--- src/rtl/sort_mem_arbiter.sv ---
`timescale 1ns/1ps
// sort_mem_arbiter
// ----------------
// This block shares the single sorter memory port between two requesters.
// Requester 0 is the host loader/unloader. Requester 1 is the SelectionSorter
// datapath/controller. A granted access runs for one transaction through
// IDLE -> BUSY -> RESP and ends with a one-cycle rdy pulse to the owner.
//
// Handshake
//   Each requester raises read or write as a level and holds it, with its
//   address and write data stable, until its rdy pulse. The arbiter samples
//   requests only in IDLE. In BUSY it holds exactly one memory strobe high and
//   waits for rdyMem. If rdyMem does not arrive within TIMEOUT BUSY cycles, the
//   access is aborted and err is raised together with rdy. rdata and err are
//   meaningful only in the cycle the owner's rdy is high.
//
// Optional feature
//   `ARB_RR_EN: round-robin arbitration when both requesters are active. When
//   this macro is not defined, requester 0 wins every tie.
//
// Ports
//   clk, rst            clock (rising edge) and asynchronous active-low reset
//   r0_* / r1_*         read/write request, address, and write data per requester
//   r0_rdy / r1_rdy     completion pulses
//   rdata, err, owner   response data, timeout flag, and the latched requester
//   readMem, writeMem   memory strobes (registered)
//   addrBus, inBus      memory address and write data (registered)
//   rdyMem, outBus      memory completion and read data
//   state_dbg           current FSM state (IDLE=0, BUSY=1, RESP=2)
module sort_mem_arbiter #(
    parameter int AW      = 8,
    parameter int DW      = 16,
    parameter int TIMEOUT = 15
) (
    input  logic          clk,
    input  logic          rst,
    input  logic          r0_read,
    input  logic          r0_write,
    input  logic [AW-1:0] r0_addr,
    input  logic [DW-1:0] r0_wdata,
    output logic          r0_rdy,
    input  logic          r1_read,
    input  logic          r1_write,
    input  logic [AW-1:0] r1_addr,
    input  logic [DW-1:0] r1_wdata,
    output logic          r1_rdy,
    output logic [DW-1:0] rdata,
    output logic          err,
    output logic          owner,
    output logic          readMem,
    output logic          writeMem,
    output logic [AW-1:0] addrBus,
    output logic [DW-1:0] inBus,
    input  logic          rdyMem,
    input  logic [DW-1:0] outBus,
    output logic [1:0]    state_dbg
);

    typedef enum logic [1:0] {
        IDLE = 2'd0,
        BUSY = 2'd1,
        RESP = 2'd2
    } state_t;

    localparam logic [7:0] TO_LIM = 8'(TIMEOUT);

    state_t        state;
    logic [7:0]    cnt;
    logic [7:0]    cnt_next;
    logic          r0_act;
    logic          r1_act;
    logic          grant_r1;
    logic          sel_write;
    logic [AW-1:0] sel_addr;
    logic [DW-1:0] sel_wdata;

`ifdef ARB_RR_EN
    // This bit names the requester that wins the next tie.
    // It is set to the requester that was not granted last.
    logic rr_ptr;
`endif

    assign r0_act   = r0_read | r0_write;
    assign r1_act   = r1_read | r1_write;
    assign cnt_next = cnt + 8'd1;
    assign state_dbg = state;

`ifdef ARB_RR_EN
    assign grant_r1 = r1_act & (~r0_act | rr_ptr);
`else
    assign grant_r1 = r1_act & ~r0_act;
`endif

    // Only the winner's inputs reach the latches.
    // If read and write are both high, write takes precedence.
    assign sel_write = grant_r1 ? r1_write : r0_write;
    assign sel_addr  = grant_r1 ? r1_addr  : r0_addr;
    assign sel_wdata = grant_r1 ? r1_wdata : r0_wdata;

    always_ff @(posedge clk or negedge rst) begin
        if (!rst) begin
            state    <= IDLE;
            cnt      <= 8'd0;
            r0_rdy   <= 1'b0;
            r1_rdy   <= 1'b0;
            rdata    <= '0;
            err      <= 1'b0;
            owner    <= 1'b0;
            readMem  <= 1'b0;
            writeMem <= 1'b0;
            addrBus  <= '0;
            inBus    <= '0;
`ifdef ARB_RR_EN
            rr_ptr   <= 1'b0;
`endif
        end else begin
            case (state)
                IDLE: begin
                    r0_rdy <= 1'b0;
                    r1_rdy <= 1'b0;
                    err    <= 1'b0;
                    if (r0_act || r1_act) begin
                        owner    <= grant_r1;
                        writeMem <= sel_write;
                        readMem  <= ~sel_write;
                        addrBus  <= sel_addr;
                        inBus    <= sel_wdata;
                        cnt      <= 8'd0;
                        state    <= BUSY;
`ifdef ARB_RR_EN
                        rr_ptr   <= ~grant_r1;
`endif
                    end
                end
                BUSY: begin
                    cnt <= cnt_next;
                    // rdyMem is checked first, so a completion in the final
                    // allowed cycle still counts as a successful access.
                    if (rdyMem) begin
                        if (readMem) rdata <= outBus;
                        err      <= 1'b0;
                        readMem  <= 1'b0;
                        writeMem <= 1'b0;
                        r0_rdy   <= ~owner;
                        r1_rdy   <= owner;
                        state    <= RESP;
                    end else if (cnt_next == TO_LIM) begin
                        err      <= 1'b1;
                        readMem  <= 1'b0;
                        writeMem <= 1'b0;
                        r0_rdy   <= ~owner;
                        r1_rdy   <= owner;
                        state    <= RESP;
                    end
                end
                RESP: begin
                    r0_rdy <= 1'b0;
                    r1_rdy <= 1'b0;
                    err    <= 1'b0;
                    state  <= IDLE;
                end
                default: state <= IDLE;
            endcase
        end
    end

endmodule

--- config.mk ---
export PLATFORM = sky130hd
export DESIGN_NAME = sort_mem_arbiter
export DESIGN_NICKNAME = d
export VERILOG_FILES = /design/src/rtl/sort_mem_arbiter.sv
export SDC_FILE = /design/constraint.sdc
export NUM_CORES = 1
export LEC_CHECK = 0
export ABC_CLOCK_PERIOD_IN_PS = 1820
export CAP_MARGIN = 20
export CORE_UTILIZATION = 35
export CTS_CLUSTER_DIAMETER = 150
export CTS_CLUSTER_SIZE = 14
export DETAILED_ROUTE_END_ITERATION = 6
export GPL_TIMING_DRIVEN = 0
export MAX_ROUTING_LAYER = met4
export PLACE_DENSITY_LB_ADDON = 0.1
export SYNTH_ARGS = -nofsm -noshare
export SYNTH_HDL_FRONTEND = slang
export SYNTH_SLANG_ARGS = --single-unit
--- constraint.sdc ---
create_clock -name clk -period 1.82 [get_ports clk]
set_input_delay 0.364 -clock clk [delete_from_list [all_inputs] [get_ports clk]]
set_output_delay 0.364 -clock clk [all_outputs]
set_load 0.01 [all_outputs]
Word level (Yosys, flattened, before mapping)
Cells that the tools add are included.
- output and inout port bits: 48
- memory bits (writable): 0
- input port bits: 71
- flip-flop bits (word level): 56
- memories kept: 0
- bits in latches: 0
- memory bits (read-only): 0
- add/sub/neg operators: 1
- magnitude comparators: 0
- divide/modulo/power cells: 0
- mux-type cells: 24
- bitwise operators: 6
- shift-type cells: 0
- multiply operators: 0
- reductions and logical operators: 11
- eq/ne operators: 5
- operators by type and width (kind ; number):
    16-bit two-way mux ; 1
    8-bit two-way mux ; 2
    8-bit case mux with 2 select lines ; 1
    1-bit two-way mux ; 11
    1-bit case mux with 2 select lines ; 5
    8-bit by 1-bit adder with 8-bit output (second input constant) ; 1
    8-bit by 4-bit == test with 1-bit output (second input constant) ; 1
    2-bit AND reduction ; 4
    2-bit two-way mux ; 3
    3-bit AND reduction ; 2
    2-bit case mux with 2 select lines ; 1
    2-bit nonzero test ; 2
    3-bit != test (second input constant) ; 1
    1-bit inverter ; 3
    2-bit by 1-bit == test with 1-bit output (second input constant) ; 1
    2-bit == test (second input constant) ; 1
    2-bit zero test ; 1
    2-bit != test (second input constant) ; 1
    1-bit bitwise OR ; 2
    2-bit OR reduction ; 1
    1-bit AND ; 1
    1-bit logical OR ; 1

Logic depth before layout (Yosys ltp)
- word-level depth: 7
- gate-level depth with buffers: 7

Least setup slack after synthesis
Ideal clock, no wire load.
- path kind: flip-flop to flip-flop
- start: register cnt[0]
- end: register r0_rdy
- stages on the path, launching flop included: 7
- arrival: 1.578 ns
- required time: 1.741 ns
- clock period less this slack: 1.657 ns
- path slack: 0.163 ns
- buffers on the path: 0
- cell sequence: dfrtp_1 > ha_1 > xnor2_1 > nor4_1 > a41oi_2 > nor2_2 > mux2i_1
- longest elaborated chain between the ends: 4
- RTL lines (item ; line ; RTL):
    start: declaration ; 68 ; logic [7:0] cnt;
    start signal: assignment ; 136 ; cnt <= cnt_next;
    8-bit by 1-bit adder with 8-bit output ; 85 ; assign cnt_next = cnt + 8'd1;
    8-bit by 4-bit == test with 1-bit output ; 147 ; end else if (cnt_next == TO_LIM) begin
    3-bit != test (no source line) ; n/a ;
    2-bit AND reduction (no source line) ; n/a ;
    end signal: assignment ; 144 ; r0_rdy <= ~owner;
    end signal: assignment ; 151 ; r0_rdy <= ~owner;
    end: declaration ; 41 ; output logic r0_rdy,
No other way between the ends.
A chain may end at the register's enable or synchronous reset.

Final worst setup path
- start: register cnt[0]
- end: register r1_rdy
- longest elaborated chain between the ends: 4
- RTL lines (item ; line ; RTL):
    8-bit by 1-bit adder with 8-bit output ; 85 ;
    8-bit by 4-bit == test with 1-bit output ; 147 ;
    3-bit != test (no source line) ; n/a ;
    2-bit AND reduction (no source line) ; n/a ;
    end signal: assignment ; 145 ; r1_rdy <= owner;
    end signal: assignment ; 152 ; r1_rdy <= owner;
    end: declaration ; 46 ; output logic r1_rdy,
No other way between the ends.

==> impl_metrics.env <==
export IMPL_final_common_cell="clkdlybuf4s50_1"
export IMPL_synth_xor_area_share_pct=0.691
export IMPL_synth_ff_type="dfrtp_1"
export IMPL_cp_start_kind="flip-flop"
export IMPL_fin_cells=456
export IMPL_path_class="reg -> reg"
export IMPL_htree_levels=2
export IMPL_cts_root_buf="clkbuf_8"
export IMPL_critPathCaptureType="flip-flop"
export IMPL_diodes=0
export IMPL_clock_latency_ns=0.31
export IMPL_synth_top_cells_by_area="dfrtp_1 (55%), mux2i_1 (10%), mux2_2 (7.1%)"
export IMPL_ys_warn_count=0
export IMPL_nets=432
export IMPL_synth_fp_nets=302
export IMPL_antenna_left=0
export IMPL_avgSynthCellArea_um2=11.1
export IMPL_nFillCells=647
export IMPL_p_sw_share_pct=34.2
export IMPL_cts_tree="yes"
export IMPL_layout_common_cells="clkdlybuf4s50_1 (117), dfrtp_1 (55), nand2_1 (37)"
export IMPL_switchingPower_mw=1.94
export IMPL_synth_edf_count=0
export IMPL_core_um2=6910
export IMPL_status="completed"
export IMPL_power_density_nw_per_um2=1390
export IMPL_synthAdderAreaFrac_pct=0.987
export IMPL_multi_input_area_um2=1110
export IMPL_drtIter0Drc=50
export IMPL_period_needed_ns=1.77
export IMPL_ir_worst_vdd_v=0.000532
export IMPL_finalClockSkew_ns=0.00611
export IMPL_yosys_mux_area_fraction_pct=17.4
export IMPL_start_util_pct=36.7
export IMPL_rows=30
export IMPL_drc=0
export IMPL_drt_wl_total_um=6080
export IMPL_synthSimpleGateAreaFrac_pct=11.9
export IMPL_synth_top_family_by_area="multiplexers"
export IMPL_dp_cells=444
export IMPL_seqCellArea_um2=1400
export IMPL_netlist_area_um2=2530
export IMPL_maxSlewHeadroom_pct=57.0
export IMPL_yosysTopAreaCell="dfrtp_1"
export IMPL_vias=2129
export IMPL_fin_area_um2=4070
export IMPL_numClockSinks=56
export IMPL_drive_above_1_share_pct=15.0
export IMPL_fin_crit_sh_pct=97.3
export IMPL_grt_usage_pct=17.4
export IMPL_tns_ns=0
export IMPL_cp_required_ns=2.05
export IMPL_syn_inst=229
export IMPL_hp_class="in -> async"
export IMPL_hold_buffers=0
export IMPL_fmax_ghz=0.565
export IMPL_combinationalPowerShare_pct=48.1
export IMPL_setup_viol=0
export IMPL_fp_dieH_um=87.1
export IMPL_crit_arrival_ns=2.01
export IMPL_numPortBuffers=118
export IMPL_finalHoldViolations=0
export IMPL_gp_congestion=0.763
export IMPL_dieArea_um2=7590
export IMPL_clkTransAtPathRegs_ns=0.11
export IMPL_syn2layout_area_growth_pct=60.6
export IMPL_p_leak_nw=1.68
export IMPL_power_share_sequential_pct=37.2
export IMPL_die_x_um=87.1
export IMPL_synth_top_cell_area_share_pct=55.3
export IMPL_worst_path_max_fanout=5
export IMPL_vias_per_cell=4.67
export IMPL_cts_made_buffers=5
export IMPL_postPlaceCellArea_um2=3850
export IMPL_p_clk_share_pct=14.7
export IMPL_grt_pass1_wl_um=9810
export IMPL_grt_pass1_vias=2045
export IMPL_gr_total_overflow=0
export IMPL_yosysSeqAreaShare_pct=55.3
export IMPL_dp_hpwl_um=4580
export IMPL_drt_pass1_iterations=4
export IMPL_synth_cell_types=33
export IMPL_synthArstFlopShare_pct=100
export IMPL_synth_compound_area_share_pct=10.6
export IMPL_drv_cap=0
export IMPL_final_core_utilization_pct=58.9
export IMPL_drv_slew=0
export IMPL_total_power_mw=5.67
export IMPL_wl_per_cell_um=13.3
export IMPL_cts_buffer_depth=2
export IMPL_worstMarginPinSlew_ns=0.645
export IMPL_io_pin_count=119
export IMPL_p_int_mw=3.73
export IMPL_grt_max_degree=30
export IMPL_antenna_found_initial=0
export IMPL_yosys_register_bits=56
## state kept, by name (all words and copies together), names as in the netlist, 2 cells and up
signal,flops
inBus,16
rdata,16
addrBus,8
cnt,8
state_dbg,2
## timing repair
| action | 4_1_cts | 5_1_grt |
|---|---|---|
| pin swaps | 0 | 3 |
| gates resized for setup | 5 | 15 |
| setup endpoints to repair | 28 | 33 |
| setup buffers | 0 | 4 |
## power groups by stage
stage | Clock, mW | Sequential, mW | Combinational (mW)
4_1_cts | 0.863 | 2.10 | 2.72
3_5_place_dp | 0 | 2.12 | 2.70
3_3_place_gp | 0 | 2.10 | 2.66
2_1_floorplan | 0 | 2.34 | 0.968
6_report | 0.833 | 2.11 | 2.73
5_1_grt | 0.905 | 2.19 | 3.00
## through the flow
stage / hold slack [ns] / setup WS [ns]
floorplan: 0.0684 / 0.163
global placement: 0.460 / -1.45
detailed placement: 0.432 / -0.507
CTS: 0.0825 / 0.0195
global route: 0.117 / -0.0292
finish: 0.0625 / 0.0495
## cells in the mapped netlist, drive strengths merged, types with 2 or more instances
cell type / n
nor4: 2
buf: 9
nor3: 2
nor2: 10
ha: 2
mux2: 16
inv: 3
o21ai: 37
clkbuf: 3
xnor2: 2
nand4: 2
nand3: 4
a31oi: 2
mux2i: 26
nand2b: 4
nand2: 37
dfrtp: 56
o31ai: 2
## critical path: stages, from the launching register on
cell,delay (ns)
dfrtp_1,0.47
ha_4,0.21
xnor2_1,0.13
nor4_2,0.22
buf_4,0.17
a41oi_4,0.13
nor2_2,0.17
mux2i_1,0.20
## final timing paths
check | start | end | slack (ns) | depth (start not counted)
worst min-delay path | rst | cnt[3]$_DFFE_PN0P_ | 0.06 | 1
worst max register to register | cnt[0]$_DFFE_PN0P_ | r1_rdy$_DFFE_PN0P_ | 0.05 | 7
worst min register to register | inBus[5]$_DFFE_PN0P_ | inBus[5]$_DFFE_PN0P_ | 0.49 | 2
worst max-delay path | cnt[0]$_DFFE_PN0P_ | r1_rdy$_DFFE_PN0P_ | 0.05 | 7
max in group asynchronous | rst | addrBus[1]$_DFFE_PN0P_ | 1.18 | 2
min in group clk | inBus[5]$_DFFE_PN0P_ | inBus[5]$_DFFE_PN0P_ | 0.49 | 2
## cell type report
cell class,count,share of cell area (%)
plain buffers,12,2.06
clock inverters,3,1.14
well taps,96,2.95
clock buffers,5,1.69
flip-flops and latches,56,34.5
repair buffers,123,30.1
multi-input cells,158,27.3
inverters,3,0.277
## kinds of logic (layout without fill, tap and decap cells)
family / Yosys count / in the layout
flops: 56 / 56
fa+ha+maj: 2 / 2
simple gates: 65 / 65
mux: 42 / 42
xor+xnor: 2 / 2
buf+inv: 15 / 146
compound gates: 47 / 47
## per-layer routing
metal | track usage [%] | part of all wire (%) | routed length [um] | vias up
met5 | - | 0 | 0 | -
met4 | 3.58 | 0.85 | 52 | 0
met3 | 6.45 | 8.9 | 539 | 5
met2 | 28.1 | 48 | 2890 | 81
met1 | 20.9 | 43 | 2600 | 987
li1 | - | - | - | 1056
Power figures use the tool's default switching activity.
==> patch: new RTL, config.mk and constraints unchanged <==
The parameter `DW` goes from 16 to 24.
--- a/src/rtl/sort_mem_arbiter.sv
+++ b/src/rtl/sort_mem_arbiter.sv
@@ -31,3 +31,3 @@
     parameter int AW      = 8,
-    parameter int DW      = 16,
+    parameter int DW      = 24,
     parameter int TIMEOUT = 15
Ports: changed (5 resized); port bits go from 119 to 159. The function was not compared with the original's and may differ.
==> patch against the original RTL <==
- the run now ends with DRC, setup timing left
- synthesized area grew 27%
- die area grew 26%
- total power is 30% higher
- non-clock buffer count grew 45
- via count increased by 29%
- largest power group unchanged
- sequential cell count rose by 16
- sequential share of layout area is 0.11 points higher
- final area up 28%
- hold slack better by 0.29 ns
- synthesized cell count rose by 23%
- worst setup slack worse by 0.13 ns
- wire length up 33%
- critical endpoint is now readMem$_DFFE_PN0P_
==> patch: results (changes against the original RTL) <==
Final setup viols: 1 (was 0)
Post-Synth XOR/XNOR Area: 0.0105 (was 0.00691)
Later-pin clock latency in the skew report: 0.34 ns (was 0.31 ns)
Leakage power: 2.19 nW (was 1.68 nW)
Met3 usage: 0.0501 (was 0.0645)
Largest net degree at the start of global routing: 72 (was 30)
Nets: 553 (was 432)
Status: finished, violations left (was finished, final reports clean)
Via density per instance: 4.81 (was 4.67)
First-pass DRT Iterations: 6 (was 4)
Filler Cell Count: 809 (was 647)
Final worst slack: -0.0795 ns (was 0.0495 ns)
Compound-Gate Fraction of Synth Area: 0.101 (was 0.106)
Buffering overhead: 0.332 (was 0.322)
Register area share after synthesis: 0.559 (was 0.553)
Iter 0 DRT Violations: 74 (was 50)
Worst Skew: 0.00749 ns (was 0.00611 ns)
Multi-input combinational area share: 0.260 (was 0.273)
DRC errors left: 13 (was 0)
Sw Share: 0.349 (was 0.342)
Dpl ws: -0.454 ns (was -0.507 ns)
Switching pwr: 0.00258 W (was 0.00194 W)
Post-synthesis net count: 378 (was 302)
WL met3: 745 um (was 539 um)
ClkCell Share: 0.0329 (was 0.0283)
Gp weighted congestion: 0.750 (was 0.763)
Met2 usage: 0.288 (was 0.281)
Total global-route track usage: 0.183 (was 0.174)
First-pass GRT wire length: 13400 um (was 9810 um)
Wire per inst: 14.2 um (was 13.3 um)
Sequential share of cell area: 0.346 (was 0.345)
Mux share of post-synthesis cell area: 0.189 (was 0.174)
Most common library cells after synthesis: dfrtp_1 (72), nand2_1 (39), o21ai_0 (35) (was dfrtp_1 (56), nand2_1 (37), o21ai_0 (33))
Crit Path Max Fanout: 4 (was 5)
Grt met1 use: 0.225 (was 0.209)
Post-DP HPWL: 5990 um (was 4580 um)
H-tree lvl count: 3 (was 2)
Vias in the first global route: 2837 (was 2045)
Port-buffer cells: 158 (was 118)
Peak VDD IR: 0.537 mV (was 0.532 mV)
Failing checks: DRC, setup timing
Power share of the combinational group: 0.483 (was 0.481)
CTS clock-pin slew for the worst setup and hold paths: 0.08 ns (was 0.11 ns)
#MultiIn Comb: 188 (was 158)
Worst endpoint data arrival time: 2.13 ns (was 2.01 ns)
WL met1: 3530 um (was 2600 um)
Sequential share of power: 0.367 (was 0.372)
CP top delay family: simple AND/OR/NAND/NOR gates (was flip-flops)
Largest registers: inBus x24, rdata x24 (was inBus x16, rdata x16)
Reg-to-Reg Start: cnt[1]$_DFFE_PN0P_ (was cnt[0]$_DFFE_PN0P_)
## patch: cell count changes after synthesis, sizes merged, moves of 3 or more
| cell | unedited run | this run |
|---|---|---|
| nand3 | 4 | 7 |
| clkbuf | 3 | 9 |
| mux2 | 16 | 24 |
| mux2i | 26 | 34 |
| dfrtp | 56 | 72 |
| o21ai | 37 | 44 |
## patch: repair_timing
action,in CTS,in global routing
endpoints found under the setup margin,31,32
hold buffers,1,0
gates resized for setup,4,9
pin swaps,4,6
buffers inserted,3,2
endpoints found under the hold margin,1,0
## patch: metrics by stage
stage	instance area, um2	hold WS, ns	cells	setup TNS (ns)
3_5_place_dp	4970	0.163	548	-17.27
4_1_cts	5170	0.338	567	-0.0699
3_3_place_gp	4940	0.461	547	-169.25
6_report	5210	0.357	569	-0.0795
2_1_floorplan	3230	0.0684	281	-0.00662
5_1_grt	5210	0.361	569	-0.777
